## src/rtl/multicycle_addsub.sv

```systemverilog
// Sequential adder/subtractor resolving CHUNK bits per cycle over WIDTH/CHUNK cycles.
// Optional zero/negative result flags are enabled by defining MULTICYCLE_ADDSUB_FLAGS_EN.
//
// state  | meaning
// S_IDLE | waiting for an operation, in_ready=1, last result held
// S_RUN  | adding one chunk per cycle, lowest chunk first
// S_DONE | result presented with out_valid=1 until out_ready
module multicycle_addsub #(
  parameter int WIDTH = 32,
  parameter int CHUNK = 8
) (
  input  logic             clk,
  input  logic             reset,
  input  logic             in_valid,
  output logic             in_ready,
  input  logic [WIDTH-1:0] a,
  input  logic [WIDTH-1:0] b,
  input  logic             sub,
  input  logic             carryin,
  output logic             out_valid,
  input  logic             out_ready,
  output logic [WIDTH-1:0] sum,
  output logic             carryout,
  output logic             overflow
`ifdef MULTICYCLE_ADDSUB_FLAGS_EN
  ,
  output logic             zero,
  output logic             negative
`endif
);

  localparam int NCHUNK = (CHUNK < 1) ? 1 : WIDTH / CHUNK;
  localparam int CNT_W  = (NCHUNK > 1) ? $clog2(NCHUNK) : 1;

  localparam logic [1:0] S_IDLE = 2'd0;
  localparam logic [1:0] S_RUN  = 2'd1;
  localparam logic [1:0] S_DONE = 2'd2;

  generate
    if (CHUNK < 1) begin : g_chk_chunk
      $error("multicycle_addsub: CHUNK must be at least 1");
    end else if (WIDTH % CHUNK != 0) begin : g_chk_div
      $error("multicycle_addsub: WIDTH must be a multiple of CHUNK");
    end
  endgenerate

  logic [1:0]       r_state;
  logic [CNT_W-1:0] r_cnt;
  logic [WIDTH-1:0] r_a;
  logic [WIDTH-1:0] r_b;
  logic             r_carry;
  logic [WIDTH-1:0] r_sum;
  logic             r_carryout;
  logic             r_overflow;

  logic [CHUNK-1:0] w_a_chunk;
  logic [CHUNK-1:0] w_b_chunk;
  logic [CHUNK:0]   w_add;
  logic             w_last;
  logic             w_msb_cin;

  // Operands shift right each cycle so the active chunk is always the low slice.
  assign w_a_chunk = r_a[CHUNK-1:0];
  assign w_b_chunk = r_b[CHUNK-1:0];
  assign w_add     = {1'b0, w_a_chunk} + {1'b0, w_b_chunk} + {{CHUNK{1'b0}}, r_carry};
  assign w_last    = (r_cnt == '0);
  // Carry into the MSB recovered from the MSB's own sum bit.
  assign w_msb_cin = w_a_chunk[CHUNK-1] ^ w_b_chunk[CHUNK-1] ^ w_add[CHUNK-1];

  always_ff @(posedge clk) begin
    if (reset) begin
      r_state    <= S_IDLE;
      r_cnt      <= '0;
      r_a        <= '0;
      r_b        <= '0;
      r_carry    <= 1'b0;
      r_sum      <= '0;
      r_carryout <= 1'b0;
      r_overflow <= 1'b0;
    end else begin
      case (r_state)
        S_IDLE: begin
          if (in_valid) begin
            r_a     <= a;
            r_b     <= b ^ {WIDTH{sub}};
            r_carry <= sub | carryin;
            r_cnt   <= CNT_W'(NCHUNK - 1);
            r_state <= S_RUN;
          end
        end
        S_RUN: begin
          r_a     <= r_a >> CHUNK;
          r_b     <= r_b >> CHUNK;
          r_carry <= w_add[CHUNK];
          for (int j = 0; j < NCHUNK; j++) begin
            if (r_cnt == CNT_W'(NCHUNK - 1 - j)) begin
              r_sum[j*CHUNK +: CHUNK] <= w_add[CHUNK-1:0];
            end
          end
          if (w_last) begin
            r_carryout <= w_add[CHUNK];
            r_overflow <= w_add[CHUNK] ^ w_msb_cin;
            r_state    <= S_DONE;
          end else begin
            r_cnt <= r_cnt - 1'b1;
          end
        end
        S_DONE: begin
          if (out_ready) begin
            r_state <= S_IDLE;
          end
        end
        default: r_state <= S_IDLE;
      endcase
    end
  end

  assign in_ready  = (r_state == S_IDLE);
  assign out_valid = (r_state == S_DONE);
  assign sum       = r_sum;
  assign carryout  = r_carryout;
  assign overflow  = r_overflow;

`ifdef MULTICYCLE_ADDSUB_FLAGS_EN
  logic r_any_nz;
  logic r_zero;
  logic r_negative;

  // Zero is accumulated chunk by chunk so no full-width compare is needed.
  always_ff @(posedge clk) begin
    if (reset) begin
      r_any_nz   <= 1'b0;
      r_zero     <= 1'b0;
      r_negative <= 1'b0;
    end else if (r_state == S_IDLE && in_valid) begin
      r_any_nz <= 1'b0;
    end else if (r_state == S_RUN) begin
      r_any_nz <= r_any_nz | (|w_add[CHUNK-1:0]);
      if (w_last) begin
        r_zero     <= ~(r_any_nz | (|w_add[CHUNK-1:0]));
        r_negative <= w_add[CHUNK-1];
      end
    end
  end

  assign zero     = r_zero;
  assign negative = r_negative;
`endif

endmodule

```

## config.mk

```make
export PLATFORM = sky130hd
export DESIGN_NAME = multicycle_addsub
export DESIGN_NICKNAME = d
export VERILOG_FILES = /design/src/rtl/multicycle_addsub.sv
export SDC_FILE = /design/constraint.sdc
export NUM_CORES = 1
export LEC_CHECK = 0
export CAP_MARGIN = 25
export CORE_MARGIN = 3
export CORE_UTILIZATION = 50
export DETAILED_ROUTE_END_ITERATION = 8
export GPL_TIMING_DRIVEN = 0
export HOLD_SLACK_MARGIN = 0.08
export PLACE_DENSITY = 0.82
export RECOVER_POWER = 25
export SKIP_CTS_REPAIR_TIMING = 1
export SLEW_MARGIN = 20
export SYNTH_ARGS = -nofsm -noshare
export SYNTH_HDL_FRONTEND = slang
export SYNTH_SLANG_ARGS = --single-unit
```

## constraint.sdc

```tcl
create_clock -name clk -period 5.19 [get_ports clk]
set_input_delay 1.038 -clock clk [delete_from_list [all_inputs] [get_ports clk]]
set_output_delay 1.038 -clock clk [all_outputs]
set_load 0.01 [all_outputs]
```

==> impl_metrics.toml, run 1 <==
[logic_synthesis]
synth-seq-cells = 103
synth-main-ff-cell = "dfxtp_1"
syn_nets = 706
seq_area_frac_synth_pct = 40.9
synth_edf_count = 0
syn_avg_cell_area_um2 = 8.09
yosysWarnings = 0
synthCells = 623
synth_area_um2 = 5040
synthArstFlopShare_pct = 0
synth_cell_type_count = 38

[final_layout]
diodes = 0
nets = 820
layout-drive-gt1-share_pct = 8.09
layout_common_cells = "138 x nor2_1, 103 x dfxtp_1, 102 x clkdlybuf4s50_1"
post-route-util_pct = 65.9
n_fill_cell = 860
stdcell_count = 875
areaGrowthSynthToFinish_pct = 27.7
final_common_cell = "nor2_1"

[route]
first_iter_violations = 252
wl_um = 13800
via_per_inst = 5.55
ant_nets = 0
drc_errors = 0
first_pass_iters = 4
wl_per_cell_um = 15.7
vias = 4853

[setup_path]
cp.required_ns = 4.15
crit_start = "r_state[1]$_SDFFE_PP0P_"
crit_path_end = "out_valid"
r2r_start = "r_a[0]$_SDFFE_PP0P_"
r2r-end = "sum[6]$_SDFFE_PP0P_"
worst-setup-path-type = "reg2out"
crit_fanout = 10
r2r_slack_ns = 2.76
worst_setup_path_end_kind = "output pin"
crit_arrival_ns = 1.81
r2r_cells = 6
critPathLaunchType = "flip-flop"

[outcome]
status = "completed"

[place]
dpl.cell_count = 859
port-buffer-count = 103
gp_congestion = 0.869
post-dp-hpwl_um = 10500

[grt]
overflow = 0
grt_pass1_vias = 4665
grt_pass1_wl_um = 22000
track_usage_pct = 23.9
grt_max_degree = 18
antenna_found_initial = 0

[power]
max-vdd-ir-drop_v = 0.000175
cellLeakagePower_nw = 2.44
finalPower_w = 0.00195
p_per_area_nw_per_um2 = 303

[sta]
drv_slew = 0
layout_min_cycle_time_ns = 2.85
tns_ns = 0
final.setup_skew_ns = 0.00986
maxSlewHeadroom_pct = 56.5
tightest_slew_ns = 0.653
rsz0062_at_grt = "false"
hold_viol = 0
period_share_pct = 54.9
max_freq_ghz = 0.351
setup_viol = 0

[clock_tree]
clock_latency_ns = 0.36
htreeDepth = 3
cts.reportedPaths.clkPinSlew_ns = 0.10
cts_tree = "yes"
cts.sinks = 103
clockBufferDepth = 2
cts_made_buffers = 9
root_buffer = "clkbuf_8"

[min_path]
hold_path_class = "reg2reg"

[floorplan]
start_util_pct = 51.6
rows = 36
die_area_um2 = 11300
ios = 106
core-area_um2 = 9770
die-width_um = 106
die_h_um = 106

[run]
maxCapViolations = 0
## through the flow
stage / cell area [um2] / worst slack [ns] / hold WS [ns]
after global routing: 6440 / 2.25 / 0.473
after detailed placement: 6240 / 2.46 / 0.446
final: 6440 / 2.34 / 0.458
after global placement: 6240 / 2.48 / 0.443
after floorplan: 5040 / 3.09 / 0.458
after CTS: 6450 / 2.33 / 0.460
## registers in the layout, indices dropped and copies added (netlist names)
register,cells
carryout,1
overflow,1
r_a,32
r_b,32
r_carry,1
r_cnt,2
r_state,2
sum,32
## worst min-delay path by stage
stage	start	depth (start not counted)	end	slack [ns]
after floorplan	r_b[10]$_SDFFE_PP0P_	2	r_b[10]$_SDFFE_PP0P_	0.46
after detailed placement	sum[17]$_SDFFE_PP0P_	2	sum[17]$_SDFFE_PP0P_	0.45
after CTS	sum[17]$_SDFFE_PP0P_	2	sum[17]$_SDFFE_PP0P_	0.46
after global routing	sum[17]$_SDFFE_PP0P_	2	sum[17]$_SDFFE_PP0P_	0.47
after global placement	sum[4]$_SDFFE_PP0P_	2	sum[4]$_SDFFE_PP0P_	0.44
final	sum[17]$_SDFFE_PP0P_	2	sum[17]$_SDFFE_PP0P_	0.46
## routing by layer
layer	up-vias	GRT usage (%)	part of all wire, %
li1	2379	-	-
met1	2247	30.0	42
met2	194	40.8	49
met3	33	4.01	6.6
met4	0	9.68	2.3
met5	-	0	0
## cell type report
cell class / count / area, um2 / share of cell area [%]
Sequential cell: 103 / 2060 / 32.0
Buffer: 52 / 241 / 3.75
Clock buffer: 11 / 151 / 2.35
Inverter: 18 / 67.6 / 1.05
Tap cell: 133 / 166 / 2.59
Multi-Input combinational cell: 450 / 2650 / 41.2
Clock inverter: 5 / 63.8 / 0.991
Timing Repair Buffer: 103 / 1030 / 16.0
## cell usage after synthesis (all sizes together), types with 2 or more instances
master   count  area share (%)
xnor2       28             5.0
o21ai        7            0.69
fa           2            0.79
inv         18             1.3
a22oi       16             2.4
clkbuf      20             1.6
xor2         9             1.6
a21oi       87             8.6
nor2b       11             1.5
o221a       16             3.6
o311ai       4            0.69
nor4         2            0.25
nor2       138              10
and2         6            0.74
a2111oi      9             1.7
ha          11             2.7
buf         32             3.3
nand2       40             3.0
dfxtp      103              41
nand3        5            0.50
nand3b       9             1.3
o211ai       2            0.50
nand2b       4            0.50
nor3         2            0.20
a211oi      36             5.4
## critical path, stage by stage (launching register included)
cell and delay, ns:
dfxtp_1 0.33, buf_4 0.17, buf_4 0.19, nor2b_1 0.20, clkdlybuf4s50_1 0.56
## logic make-up after synthesis
family,after synthesis,synth area share [%]
flops,103,40.9
simple gates,218,18.4
xor+xnor,37,6.58
buf+inv,70,6.21
fa+ha+maj,13,3.52
compound gates,182,24.3
## report_power, final
group | internal (W) | total (W) | switching (W) | leakage [nW]
logic | 0.000226 | 0.000501 | 0.000274 | 1.49
registers | 0.000863 | 0.000917 | 0.0000535 | 0.846
clock network | 0.000254 | 0.000535 | 0.000281 | 0.107
total | 0.00134 | 0.00195 | 0.000609 | 2.44
Power figures use the tool's default switching activity.
==> run 2, diff against run 1 <==
CORE_UTILIZATION = 46   (was 50)
PLACE_DENSITY = 0.8   (was 0.82)
clock period = 2.4 ns   (was 5.19 ns; I/O delays follow)
==> run 2 against run 1 <==
- die area grew 8.2%
- sequential power grew 120%
- total power grew 110%
- hold slack gained 0.0015 ns
- critical endpoint is now sum[30]$_SDFFE_PP0P_
- largest cell class unchanged
- largest power group unchanged
==> impl_metrics.toml, run 2 (synthesized netlist as in run 1, its figures left out) <==
[outcome]
status = "completed"

[sta]
hold_viol = 0
final.setup_skew_ns = 0.00975
fin_ws_ns = 0.0848
rsz0062_at_grt = "true"
setup_viol = 0
drv_slew = 0
layout_min_cycle_time_ns = 2.32
maxSlewHeadroom_pct = 62.2
max_freq_ghz = 0.432
period_share_pct = 96.5
tightest_slew_ns = 0.568

[clock_tree]
cts.sinks = 103
cts_made_buffers = 9
clock_latency_ns = 0.36
cts_tree = "yes"
clockBufferDepth = 2
cts.reportedPaths.clkPinSlew_ns = 0.10
htreeDepth = 3
root_buffer = "clkbuf_8"

[grt]
met1_usage_pct = 27.3
track_usage_pct = 22.1
grt_pass1_vias = 4776
antenna_found_initial = 0
top_usage_layer = "met2"
grt_max_degree = 19
overflow = 0
grtUsageMet3_pct = 4.09
grtUsageMet2_pct = 39.0
grt_pass1_wl_um = 22800

[place]
port-buffer-count = 103
place_ws_ns = 0.00172
dpl_cell_area_um2 = 6240
gp_congestion = 0.900
post-dp-hpwl_um = 10800

[setup_path]
crit_fanout = 8
crit_chain = "fa_1 -> fa_1 -> nand3_1 -> and2_1 -> o21ai_1 -> o311ai_0"
critPathBufInv = 0
worst-setup-path-type = "reg2reg"
worst_setup_path_end_kind = "flip-flop"
critPathLaunchType = "flip-flop"
critPathTopFamily = "adder cells"
crit_top_cell = "fa_1"
crit_arrival_ns = 2.56
critical-path-max-stage-delay_ns = 0.50
crit_path_top_delay_cell = "fa_1"
cp.required_ns = 2.64

[final_layout]
layout_common_cells = "137 x nor2_1, 103 x dfxtp_1, 101 x clkdlybuf4s50_1"
final_common_cell = "nor2_1"
areaGrowthSynthToFinish_pct = 27.2
nets = 820
layout-drive-gt1-share_pct = 7.82
diodes = 0
design_area_um2 = 6410

[min_path]
hold_path_class = "reg2reg"

[floorplan]
ios = 106
die_area_um2 = 12300
die-width_um = 111
rows = 37
start_util_pct = 48.0
core-area_um2 = 10500
die_h_um = 111

[route]
ant_nets = 0
drc_errors = 0
first_iter_violations = 356
wl_um = 13900
via_per_inst = 5.57
wl_per_cell_um = 15.9
vias = 4890
first_pass_iters = 5

[run]
maxCapViolations = 0

[power]
p_per_area_nw_per_um2 = 638
finalPower_w = 0.00409
cellLeakagePower_nw = 2.42
max-vdd-ir-drop_v = 0.000383
[run 2: cell count changes in the layout (fill, tap and decap cells not counted), moves of 2 or more]
| cell | delta |
|---|---|
| clkbuf_1 | +6 |
| buf_2 | -5 |
| clkbuf_8 | -2 |
| clkinv_2 | +2 |
[run 2: worst paths after layout]
check	start	depth (start not counted)	endpoint	slack [ns]
hold / removal	sum[4]$_SDFFE_PP0P_	2	sum[4]$_SDFFE_PP0P_	0.46
setup reg to reg	r_a[0]$_SDFFE_PP0P_	6	sum[30]$_SDFFE_PP0P_	0.08
setup / recovery	r_a[0]$_SDFFE_PP0P_	6	sum[30]$_SDFFE_PP0P_	0.08
hold reg to reg	sum[4]$_SDFFE_PP0P_	2	sum[4]$_SDFFE_PP0P_	0.46
[run 2: tightest hold or removal path: cells and delay by family (launching register included)]
family          cells  cell delay, ns
simple gates        1            0.05
flops               1            0.32
compound gates      1            0.05
[run 2: area by class of cell]
cell class	instances	area, um2
fill	940	4100
inverter	18	67.6
tap	136	170
clock buffer	9	124
sequential	103	2060
clock inverter	7	55.1
multi-input combinational	450	2670
buffer	52	231
timing repair buffer	103	1030
[run 2: through the flow]
| stage | cells | setup TNS (ns) | utilization (%) | hold slack [ns] |
|---|---|---|---|---|
| floorplan | 623 | 0 | - | 0.458 |
| global placement | 862 | 0 | 59.4 | 0.443 |
| detailed placement | 862 | 0 | 59.4 | 0.447 |
| CTS | 878 | -0.0144 | 61.1 | 0.460 |
| global route | 878 | -0.0505 | 61.0 | 0.477 |
| finish | 878 | 0 | 61.0 | 0.460 |
[run 2: report_power, final]
part | switching [W] | internal [W] | leakage, nW
Sequential | 0.000117 | 0.00187 | 0.846
Clock | 0.000624 | 0.000391 | 0.0919
Combinational | 0.000600 | 0.000490 | 1.48
[run 2: layer usage]
layer  vias up  wire (um)
met5         -          0
met1      2283       5920
met3        29        791
met2       199       6920
met4         0        299
li1       2379          -
